`src/rtl/mdu_pkg.sv`:
```
// Shared definitions for the iterative multiply/divide unit: op encodings,
// FSM state type, iteration count and small op-decode helpers.
package mdu_pkg;

    localparam logic [1:0] OP_MULT  = 2'b00;
    localparam logic [1:0] OP_MULTU = 2'b01;
    localparam logic [1:0] OP_DIV   = 2'b10;
    localparam logic [1:0] OP_DIVU  = 2'b11;

    localparam int MDU_ITERS = 32;
    localparam int CNT_W     = $clog2(MDU_ITERS);
    localparam logic [CNT_W-1:0] ITER_LAST = CNT_W'(MDU_ITERS - 1);

    typedef enum logic [1:0] {
        S_IDLE = 2'b00,
        S_CALC = 2'b01,
        S_FIX  = 2'b10,
        S_DONE = 2'b11
    } mdu_state_e;

    // Signed ops take operand magnitudes and need a sign fix at the end.
    function automatic logic op_is_signed(input logic [1:0] op);
        return (op == OP_MULT) || (op == OP_DIV);
    endfunction

    // Both divide encodings share the upper op bit.
    function automatic logic op_is_div(input logic [1:0] op);
        return op[1];
    endfunction

endpackage

```
`src/rtl/mdu_core.sv`:
```
// Iterative datapath: shift-add multiply and restoring divide sharing one
// adder/subtractor, plus the final sign correction of the result.
module mdu_core
    import mdu_pkg::*;
#(
    parameter int WIDTH = 32
) (
    input  logic             clk,
    input  logic             rst_n,
    input  logic             load,
    input  logic             step,
    input  logic             fix,
    input  logic             is_div,
    input  logic             neg_q,
    input  logic             neg_r,
    input  logic [WIDTH-1:0] load_lo,
    input  logic [WIDTH-1:0] load_opnd,
    output logic [WIDTH-1:0] res_hi,
    output logic [WIDTH-1:0] res_lo
);

    localparam logic [WIDTH-1:0]   ONE_W  = {{(WIDTH-1){1'b0}}, 1'b1};
    localparam logic [2*WIDTH-1:0] ONE_2W = {{(2*WIDTH-1){1'b0}}, 1'b1};

    // acc: product high half / partial remainder; lo: multiplier / quotient
    logic [WIDTH-1:0]   acc_r;
    logic [WIDTH-1:0]   lo_r;
    logic [WIDTH-1:0]   opnd_r;
    logic [WIDTH:0]     rem_sh_s;
    logic [WIDTH:0]     add_a_s;
    logic [WIDTH:0]     add_b_s;
    logic [WIDTH+1:0]   sum_s;
    logic [2*WIDTH-1:0] prod_s;
    logic [2*WIDTH-1:0] prod_fix_s;

    // Shared adder: add multiplicand, or subtract divisor with carry-out as no-borrow
    always_comb begin
        rem_sh_s = {acc_r, lo_r[WIDTH-1]};
        if (is_div) begin
            add_a_s = rem_sh_s;
            add_b_s = ~{1'b0, opnd_r};
        end else begin
            add_a_s = {1'b0, acc_r};
            add_b_s = {1'b0, opnd_r};
        end
        sum_s = {1'b0, add_a_s} + {1'b0, add_b_s} + {{(WIDTH+1){1'b0}}, is_div};
    end

    // Operand load and one multiply/divide iteration per step strobe
    always_ff @(posedge clk or negedge rst_n) begin
        if (!rst_n) begin
            acc_r  <= {WIDTH{1'b0}};
            lo_r   <= {WIDTH{1'b0}};
            opnd_r <= {WIDTH{1'b0}};
        end else if (load) begin
            acc_r  <= {WIDTH{1'b0}};
            lo_r   <= load_lo;
            opnd_r <= load_opnd;
        end else if (step) begin
            if (is_div) begin
                if (sum_s[WIDTH+1]) begin
                    acc_r <= sum_s[WIDTH-1:0];
                    lo_r  <= {lo_r[WIDTH-2:0], 1'b1};
                end else begin
                    acc_r <= rem_sh_s[WIDTH-1:0];
                    lo_r  <= {lo_r[WIDTH-2:0], 1'b0};
                end
            end else begin
                if (lo_r[0]) begin
                    acc_r <= sum_s[WIDTH:1];
                    lo_r  <= {sum_s[0], lo_r[WIDTH-1:1]};
                end else begin
                    acc_r <= {1'b0, acc_r[WIDTH-1:1]};
                    lo_r  <= {acc_r[0], lo_r[WIDTH-1:1]};
                end
            end
        end else begin
            acc_r  <= acc_r;
            lo_r   <= lo_r;
            opnd_r <= opnd_r;
        end
    end

    // Sign correction applied while the fix strobe is high
    always_comb begin
        prod_s = {acc_r, lo_r};
        if (fix && neg_q) begin
            prod_fix_s = ~prod_s + ONE_2W;
        end else begin
            prod_fix_s = prod_s;
        end
        if (is_div) begin
            if (fix && neg_r) begin
                res_hi = ~acc_r + ONE_W;
            end else begin
                res_hi = acc_r;
            end
            if (fix && neg_q) begin
                res_lo = ~lo_r + ONE_W;
            end else begin
                res_lo = lo_r;
            end
        end else begin
            res_hi = prod_fix_s[2*WIDTH-1:WIDTH];
            res_lo = prod_fix_s[WIDTH-1:0];
        end
    end

endmodule

```
`src/rtl/mdu_muldiv.sv`:
```
// Multiply/divide unit top: start/busy/done FSM, iteration counter,
// sign flags and the architectural HI/LO registers.
module mdu_muldiv
    import mdu_pkg::*;
#(
    parameter int WIDTH = 32
) (
    input  logic             clk_i,
    input  logic             rst_i,
    input  logic             start_i,
    input  logic [1:0]       op_i,
    input  logic [WIDTH-1:0] src1_i,
    input  logic [WIDTH-1:0] src2_i,
    output logic             busy_o,
    output logic             done_o,
    output logic [WIDTH-1:0] hi_o,
    output logic [WIDTH-1:0] lo_o
);

    localparam logic [WIDTH-1:0] ONE_W = {{(WIDTH-1){1'b0}}, 1'b1};
    localparam logic [CNT_W-1:0] ONE_C = {{(CNT_W-1){1'b0}}, 1'b1};

    mdu_state_e       state_r;
    mdu_state_e       next_state_s;
    logic [CNT_W-1:0] cnt_r;
    logic             is_div_r, neg_q_r, neg_r_r;
    logic             load_s, step_s, fix_s;
    logic             is_signed_s, is_div_s, sign1_s, sign2_s, div_zero_s;
    logic [WIDTH-1:0] mag1_s, mag2_s, load_lo_s, load_opnd_s;
    logic [WIDTH-1:0] res_hi_s, res_lo_s;
    logic             busy_r, done_r;
    logic [WIDTH-1:0] hi_r, lo_r;

    // Operand decode: magnitudes for signed ops, routing into the core
    always_comb begin
        is_signed_s = op_is_signed(op_i);
        is_div_s    = op_is_div(op_i);
        sign1_s     = is_signed_s & src1_i[WIDTH-1];
        sign2_s     = is_signed_s & src2_i[WIDTH-1];
        mag1_s      = sign1_s ? (~src1_i + ONE_W) : src1_i;
        mag2_s      = sign2_s ? (~src2_i + ONE_W) : src2_i;
        div_zero_s  = is_div_s & (src2_i == {WIDTH{1'b0}});
        if (is_div_s) begin
            load_lo_s   = mag1_s;
            load_opnd_s = mag2_s;
        end else begin
            load_lo_s   = mag2_s;
            load_opnd_s = mag1_s;
        end
    end

    // FSM state register
    always_ff @(posedge clk_i or negedge rst_i) begin
        if (!rst_i) begin
            state_r <= S_IDLE;
        end else begin
            state_r <= next_state_s;
        end
    end

    // FSM next state and datapath strobes
    always_comb begin
        next_state_s = state_r;
        load_s       = 1'b0;
        step_s       = 1'b0;
        fix_s        = 1'b0;
        case (state_r)
            S_IDLE: begin
                if (start_i) begin
                    next_state_s = S_CALC;
                    load_s       = 1'b1;
                end else begin
                    next_state_s = S_IDLE;
                end
            end
            S_CALC: begin
                step_s = 1'b1;
                if (cnt_r == {CNT_W{1'b0}}) begin
                    next_state_s = S_FIX;
                end else begin
                    next_state_s = S_CALC;
                end
            end
            S_FIX: begin
                fix_s        = 1'b1;
                next_state_s = S_DONE;
            end
            S_DONE: begin
                next_state_s = S_IDLE;
            end
            default: begin
                next_state_s = S_IDLE;
            end
        endcase
    end

    // Iteration counter and sign flags captured at acceptance.
    // A zero divisor keeps the all-ones quotient positive; the remainder
    // sign fix then restores the original dividend into HI.
    always_ff @(posedge clk_i or negedge rst_i) begin
        if (!rst_i) begin
            cnt_r    <= {CNT_W{1'b0}};
            is_div_r <= 1'b0;
            neg_q_r  <= 1'b0;
            neg_r_r  <= 1'b0;
        end else if (load_s) begin
            cnt_r    <= ITER_LAST;
            is_div_r <= is_div_s;
            neg_q_r  <= (sign1_s ^ sign2_s) & ~div_zero_s;
            neg_r_r  <= sign1_s;
        end else if (step_s && (cnt_r != {CNT_W{1'b0}})) begin
            cnt_r <= cnt_r - ONE_C;
        end else begin
            cnt_r <= cnt_r;
        end
    end

    mdu_core #(
        .WIDTH(WIDTH)
    ) u_core (
        .clk      (clk_i),
        .rst_n    (rst_i),
        .load     (load_s),
        .step     (step_s),
        .fix      (fix_s),
        .is_div   (is_div_r),
        .neg_q    (neg_q_r),
        .neg_r    (neg_r_r),
        .load_lo  (load_lo_s),
        .load_opnd(load_opnd_s),
        .res_hi   (res_hi_s),
        .res_lo   (res_lo_s)
    );

    // Registered handshake outputs and HI/LO result pair
    always_ff @(posedge clk_i or negedge rst_i) begin
        if (!rst_i) begin
            busy_r <= 1'b0;
            done_r <= 1'b0;
            hi_r   <= {WIDTH{1'b0}};
            lo_r   <= {WIDTH{1'b0}};
        end else begin
            busy_r <= (next_state_s != S_IDLE);
            done_r <= fix_s;
            if (fix_s) begin
                hi_r <= res_hi_s;
                lo_r <= res_lo_s;
            end else begin
                hi_r <= hi_r;
                lo_r <= lo_r;
            end
        end
    end

    assign busy_o = busy_r;
    assign done_o = done_r;
    assign hi_o   = hi_r;
    assign lo_o   = lo_r;

endmodule

```
`config.mk`:
```
export PLATFORM = sky130hd
export DESIGN_NAME = mdu_muldiv
export DESIGN_NICKNAME = d
export VERILOG_FILES = /design/src/rtl/mdu_pkg.sv /design/src/rtl/mdu_core.sv /design/src/rtl/mdu_muldiv.sv
export SDC_FILE = /design/constraint.sdc
export NUM_CORES = 1
export LEC_CHECK = 0
export ABC_CLOCK_PERIOD_IN_PS = 4700
export BUFFER_PORTS_ARGS = -buffer_cell sky130_fd_sc_hd__buf_2
export CAP_MARGIN = 30
export CORE_AREA = 3 3 167 169
export DETAILED_ROUTE_END_ITERATION = 8
export DIE_AREA = 0 0 170 172
export PLACE_DENSITY = 0.83
export SYNTH_ARGS = -nofsm -noshare
export SYNTH_HDL_FRONTEND = slang
export SYNTH_HIERARCHICAL = 1
export SYNTH_SLANG_ARGS = --single-unit
```
`constraint.sdc`:
```
create_clock -name clk_i -period 4.7 [get_ports clk_i]
set_input_delay 0.705 -clock clk_i [delete_from_list [all_inputs] [get_ports clk_i]]
set_output_delay 0.705 -clock clk_i [all_outputs]
set_load 0.005 [all_outputs]
```
==> impl_metrics.tcl, run 1 <==
set metrics [dict create \
    synth-seq-area-share_pct 29.5 \
    tightestPinTransition_ps 1110 \
    synth_top_area_share_pct 29.5 \
    crit_required_ps 4990 \
    die_y_um 172 \
    synth_top_cells_by_area "dfrtp_1 30%, nand2_1 9.6%, mux2i_1 6.0%" \
    synth_cells 1819 \
    peakVddDrop_v 0.000426 \
    drv_cap 0 \
    place_inst 2182 \
    drc 0 \
    cts-resized-gates 0 \
    period_share_pct 88.9 \
    cp.arrival_ps 4460 \
    grt.overflow.total 0 \
    holdBufCountCts 0 \
    routedWlPerCell_um 19.2 \
    cp_max_fo 42 \
    grt_max_degree 99 \
    syn_area_per_cell_um2 8.01 \
    place_area_um2 15400 \
    vias 14000 \
    hold_viol_final 0 \
    finalNonFillerCells 2214 \
    worstSetupEndpointType "flop" \
    antenna_found_initial 0 \
    async_reset_ff_share_pct 100 \
    clockBufferDepth 2 \
    yosysTopAreaCell "dfrtp_1" \
    drt_pass1_iterations 6 \
    cp-start-kind "flop" \
    dp_hpwl_mm 31.7 \
    cts_tree "done" \
    vias_per_cell 6.30 \
    postCtsSetupRepairBufs 0 \
    synth_edf_count 0 \
    synth-seq-cells 172 \
    synth_area_um2 14600 \
    outcome "complete, no violations" \
    fin_util_pct 59.8 \
    rsz0062_at_grt "false" \
    grt_pass1_wl_mm 68.8 \
    r2r_cells 12 \
    yosysWarnings 6 \
    die_area_um2 29200 \
    yosys.area_share.simple_pct 22.1 \
    gp_congestion 0.985 \
    syn_nets 1925 \
    clk_pin_slew_ps 80 \
    dieWidth_um 170 \
    fin_skew_ps 11.2 \
    portBuffers 134 \
    ys_types 83 \
    htree_levels 4 \
    tns_ps 0 \
    p_leak_nw 7.15 \
    synthMuxAreaShare_pct 11.4 \
    io_pins 135 \
    drtAntennaViolNets 0 \
    cts.sinks 172 \
    max_slew_margin_pct 25.9 \
    synth_common_cells "371 x nand2_1, 172 x dfrtp_1, 152 x o21ai_0" \
    min_period_ps 4180 \
    clk_latency_ps 440 \
    grt_pass1_vias 12800 \
    synth-main-ff-cell "dfrtp_1" \
    drtIter0Drc 1902 \
    synth_top_family_by_area "simple AND/OR/NAND/NOR gates" \
    totalWireLength_mm 42.5 \
    start_util_pct 54.5 \
    setup_viol 0 \
    cts_made_buffers 17 \
    synth_most_common_cell "nand2_1" \
    total_power_mw 13.0 \
    synth_xor_area_share_pct 10.6 \
    drive_gt1_share_pct 16.5 \
    synth_compound_area_share_pct 18.6 \
    crit_type "flop to flop" \
    fin_nets 1966 \
    hold_path.class "primary input to asynchronous set/reset pin" \
    syn2layout_area_growth_pct 9.63 \
    grt.total_usage_pct 29.0 \
    finalInstanceArea_um2 16000 \
    maxSlewViolCount 0 \
    yosys.area_share.adder_pct 3.23 \
    core_area_um2 26700 \
    n_antenna_cell 0 \
    fmaxAchievable_mhz 239 \
    cts_root_buf "clkbuf_16" \
    cellPowerDensity_nw_per_um2 813 \
    rows 60 \
]
==> placed cells by master (no fill, tap or decap), types with 6 or more instances in the layout <==
cell         n
a211oi_1    26
a21o_1      19
a21oi_1     84
a31oi_1     22
and2_1       6
and4_1       8
buf_2      134
buf_4       26
clkbuf_16   17
dfrtp_1    171
ha_1        36
inv_1       23
mux2_2      70
mux2i_1     87
nand2_1    371
nand2b_1     9
nand3_1     21
nand4_1     11
nor2_1      90
nor2b_1     18
nor3_1      40
nor4_1      22
o211ai_1    20
o21ai_0    152
o221ai_1    12
o22ai_1      9
o31ai_1     21
o41ai_1     12
or3_1       29
or4_1       20
xnor2_1     84
xor2_1      92
==> layer usage <==
layer  vias to the layer above  wire [µm]  GRT usage (%)
met1                      6542      18800           41.9
met4                         0       1350           9.74
met2                       770      18700           44.7
met5                         -          0              0
met3                        93       3730           4.34
li1                       6552          -              -
==> where the power goes <==
group / switching (mW) / internal, mW / leakage, nW
registers: 0.953 / 2.00 / 2.17
clock network: 0.698 / 0.715 / 0.284
logic: 5.11 / 3.51 / 4.69
total: 6.77 / 6.23 / 7.15
==> worst max-delay path: stages (launching register included) <==
cell,delay [ps]
dfrtp_4,770
buf_4,290
mux2_2,350
ha_1,240
a21oi_1,230
o211ai_1,130
a22oi_1,310
o211ai_2,190
a31oi_1,360
o21a_1,360
nand2_1,380
o22ai_1,310
o31ai_1,90
==> flip-flops by register name, indices dropped and copies added (netlist names) <==
signal,cells
neg_q_r,1
neg_r_r,1
lo_o,32
is_div_r,1
u_core/lo_r,32
busy_o,1
cnt_r,5
done_o,1
state_r,2
u_core/opnd_r,32
u_core/acc_r,32
hi_o,32
==> cell families after synthesis <==
family | after synthesis
multiplexers | 157
AND/OR/NAND/NOR | 684
XOR/XNOR | 176
adder cells (fa/ha/maj) | 37
buffers and inverters | 169
flip-flops | 172
AO/OA/AOI/OAI | 424
==> final timing paths <==
path                            startpoint         endpoint  slack, ps
worst max-delay path              is_div_r  u_core/acc_r[3]        520
worst min-delay path                 rst_i         hi_o[25]        310
worst max register to register    is_div_r  u_core/acc_r[3]        520
worst min register to register     hi_o[0]          hi_o[0]        470
max in group asynchronous            rst_i  u_core/lo_r[16]       3380
min in group clk_i                 hi_o[0]          hi_o[0]        470
==> stage by stage <==
step	worst slack [ps]	hold WS (ps)
after CTS	582	350
after global placement	656	453
after detailed placement	589	457
final	524	312
after global routing	195	371
after floorplan	331	409
==> cell type report <==
cell class	count	area [µm²]
fill	2302	10700
multi-input combinational	1478	9610
sequential	172	4310
timing repair buffer	164	932
tap	341	427
clock buffer	17	425
clock inverter	15	174
inverter	27	101
No activity file was read; power rests on OpenSTA's default activity.
==> run 2, diff against run 1 <==
--- a/config.mk
+++ b/config.mk
@@ -12,6 +12,7 @@
 export DETAILED_ROUTE_END_ITERATION = 8
 export DIE_AREA = 0 0 170 172
 export PLACE_DENSITY = 0.83
+export REMOVE_ABC_BUFFERS = 1
 export SYNTH_ARGS = -nofsm -noshare
 export SYNTH_HDL_FRONTEND = slang
 export SYNTH_HIERARCHICAL = 1
==> run 2 against run 1 <==
Count of clock-buffer cells in the layout increased by 3. Die area is the same. Clock power shrank 4%. Via count grew 0.27%. Non-clock buffer count down 1. Critical path type unchanged. Largest power group unchanged.
==> impl_metrics.tcl, run 2 (synthesized netlist as in run 1, its figures left out) <==
set metrics [dict create \
    outcome "complete, no violations" \
    finalInstanceArea_um2 15900 \
    path_delay_family "compound AO/OA/AOI/OAI gates" \
    drive_gt1_share_pct 16.3 \
    period_share_pct 89.9 \
    max_slew_margin_pct 25.9 \
    antenna_found_initial 2 \
    rows 60 \
    clockBufferDepth 2 \
    peakVddDrop_v 0.000471 \
    cts_root_buf "clkbuf_16" \
    io_pins 135 \
    fin_skew_ps 14.5 \
    tightestPinTransition_ps 1110 \
    portBuffers 134 \
    total_power_mw 12.7 \
    most-common-layout-cells "371 x nand2_1, 171 x dfrtp_1, 152 x o21ai_0, 133 x buf_2, 92 x xor2_1" \
    grt.total_usage_pct 29.1 \
    cts_made_buffers 17 \
    crit_required_ps 5010 \
    p_leak_nw 7.12 \
    drt_pass1_iterations 8 \
    worstSetupEndpointType "flop" \
    syn2layout_area_growth_pct 9.26 \
    hold_ws_ps 353 \
    n_antenna_cell 0 \
    htree_levels 4 \
    clk_latency_ps 440 \
    grt_max_degree 99 \
    path_cells "buf_4 -> mux2_2 -> ha_1 -> nand2_1 -> o211a_1 -> o21ai_0 -> a31oi_1 -> o21a_1 -> buf_4 -> or4_1 -> o211ai_1 -> o21ai_0" \
    critPathSlowestCell "dfrtp_4" \
    die_y_um 172 \
    grt_pass1_vias 13100 \
    cp-start-kind "flop" \
    drtIter0Drc 1547 \
    holdBufCountCts 0 \
    cts-resized-gates 0 \
    hold_path.class "primary input to asynchronous set/reset pin" \
    critPathMaxStageDelay_ps 840 \
    routedWlPerCell_um 19.4 \
    totalWireLength_mm 42.9 \
    drtAntennaViolNets 0 \
    fin_nets 1965 \
    hold_viol_final 0 \
    cp.arrival_ps 4540 \
    place_inst 2181 \
    grt_pass1_wl_mm 69.2 \
    drc 0 \
    place_area_um2 15400 \
    die_area_um2 29200 \
    rsz0062_at_grt "false" \
    setup_viol 0 \
    vias_per_cell 6.32 \
    cellPowerDensity_nw_per_um2 800 \
    start_util_pct 54.5 \
    maxSlewViolCount 0 \
    clk_pin_slew_ps 70 \
    min_period_ps 4230 \
    cts_tree "done" \
    vias 14000 \
    gp_congestion 0.966 \
    core_area_um2 26700 \
    critPathBufInv 2 \
    fill_cells 2376 \
    dieWidth_um 170 \
    grt.overflow.total 0 \
    dp_hpwl_mm 32.2 \
    fmaxAchievable_mhz 237 \
    layout_commonest_cell "nand2_1" \
    postCtsSetupRepairBufs 0 \
    crit_type "flop to flop" \
    cts.sinks 172 \
    regToRegSetupSlack_ps 470 \
    finalNonFillerCells 2213 \
    cp_max_fo 52 \
    drv_cap 0 \
]
[run 2: per-layer routing]
layer	track usage [%]	up-vias	wire length, µm
met5	0	-	26
met4	11.0	4	1480
met3	3.89	112	3670
met2	45.3	759	18900
met1	41.4	6576	18800
li1	-	6544	-
[run 2: final cells by class]
type / instances / area, µm² / area share [%]
inverters: 27 / 101 / 0.637
clock buffers: 20 / 447 / 2.81
clock inverters: 12 / 103 / 0.644
repair buffers: 163 / 927 / 5.82
well taps: 341 / 427 / 2.68
multi-input cells: 1478 / 9610 / 60.4
flip-flops and latches: 172 / 4310 / 27.1
[run 2: metrics by stage]
step	setup WS, ps	TNS [ps]	utilization [%]
detailed placement	589	0	57.5
global placement	637	0	57.4
finish	473	0	59.6
global route	294	0	59.6
CTS	570	0	59.6
floorplan	-2760	-103960	-
[run 2: path summary, 6_finish.rpt]
check,start,to,depth (start not counted)
max in group asynchronous,rst_i,is_div_r,2
worst max register to register,is_div_r,u_core/acc_r[24],12
worst min-delay path,rst_i,hi_o[31],1
min in group clk_i,hi_o[23],hi_o[23],2
worst max-delay path,is_div_r,u_core/acc_r[24],12
worst min register to register,hi_o[23],hi_o[23],2
[run 2: report_power, final]
group          leakage, nW  switching, mW  internal (mW)  total [mW]
sequential            2.17          0.893           2.00        2.89
combinational         4.69           4.97           3.52        8.49
clock                0.262          0.643          0.706        1.35
total                 7.12           6.51           6.22        12.7
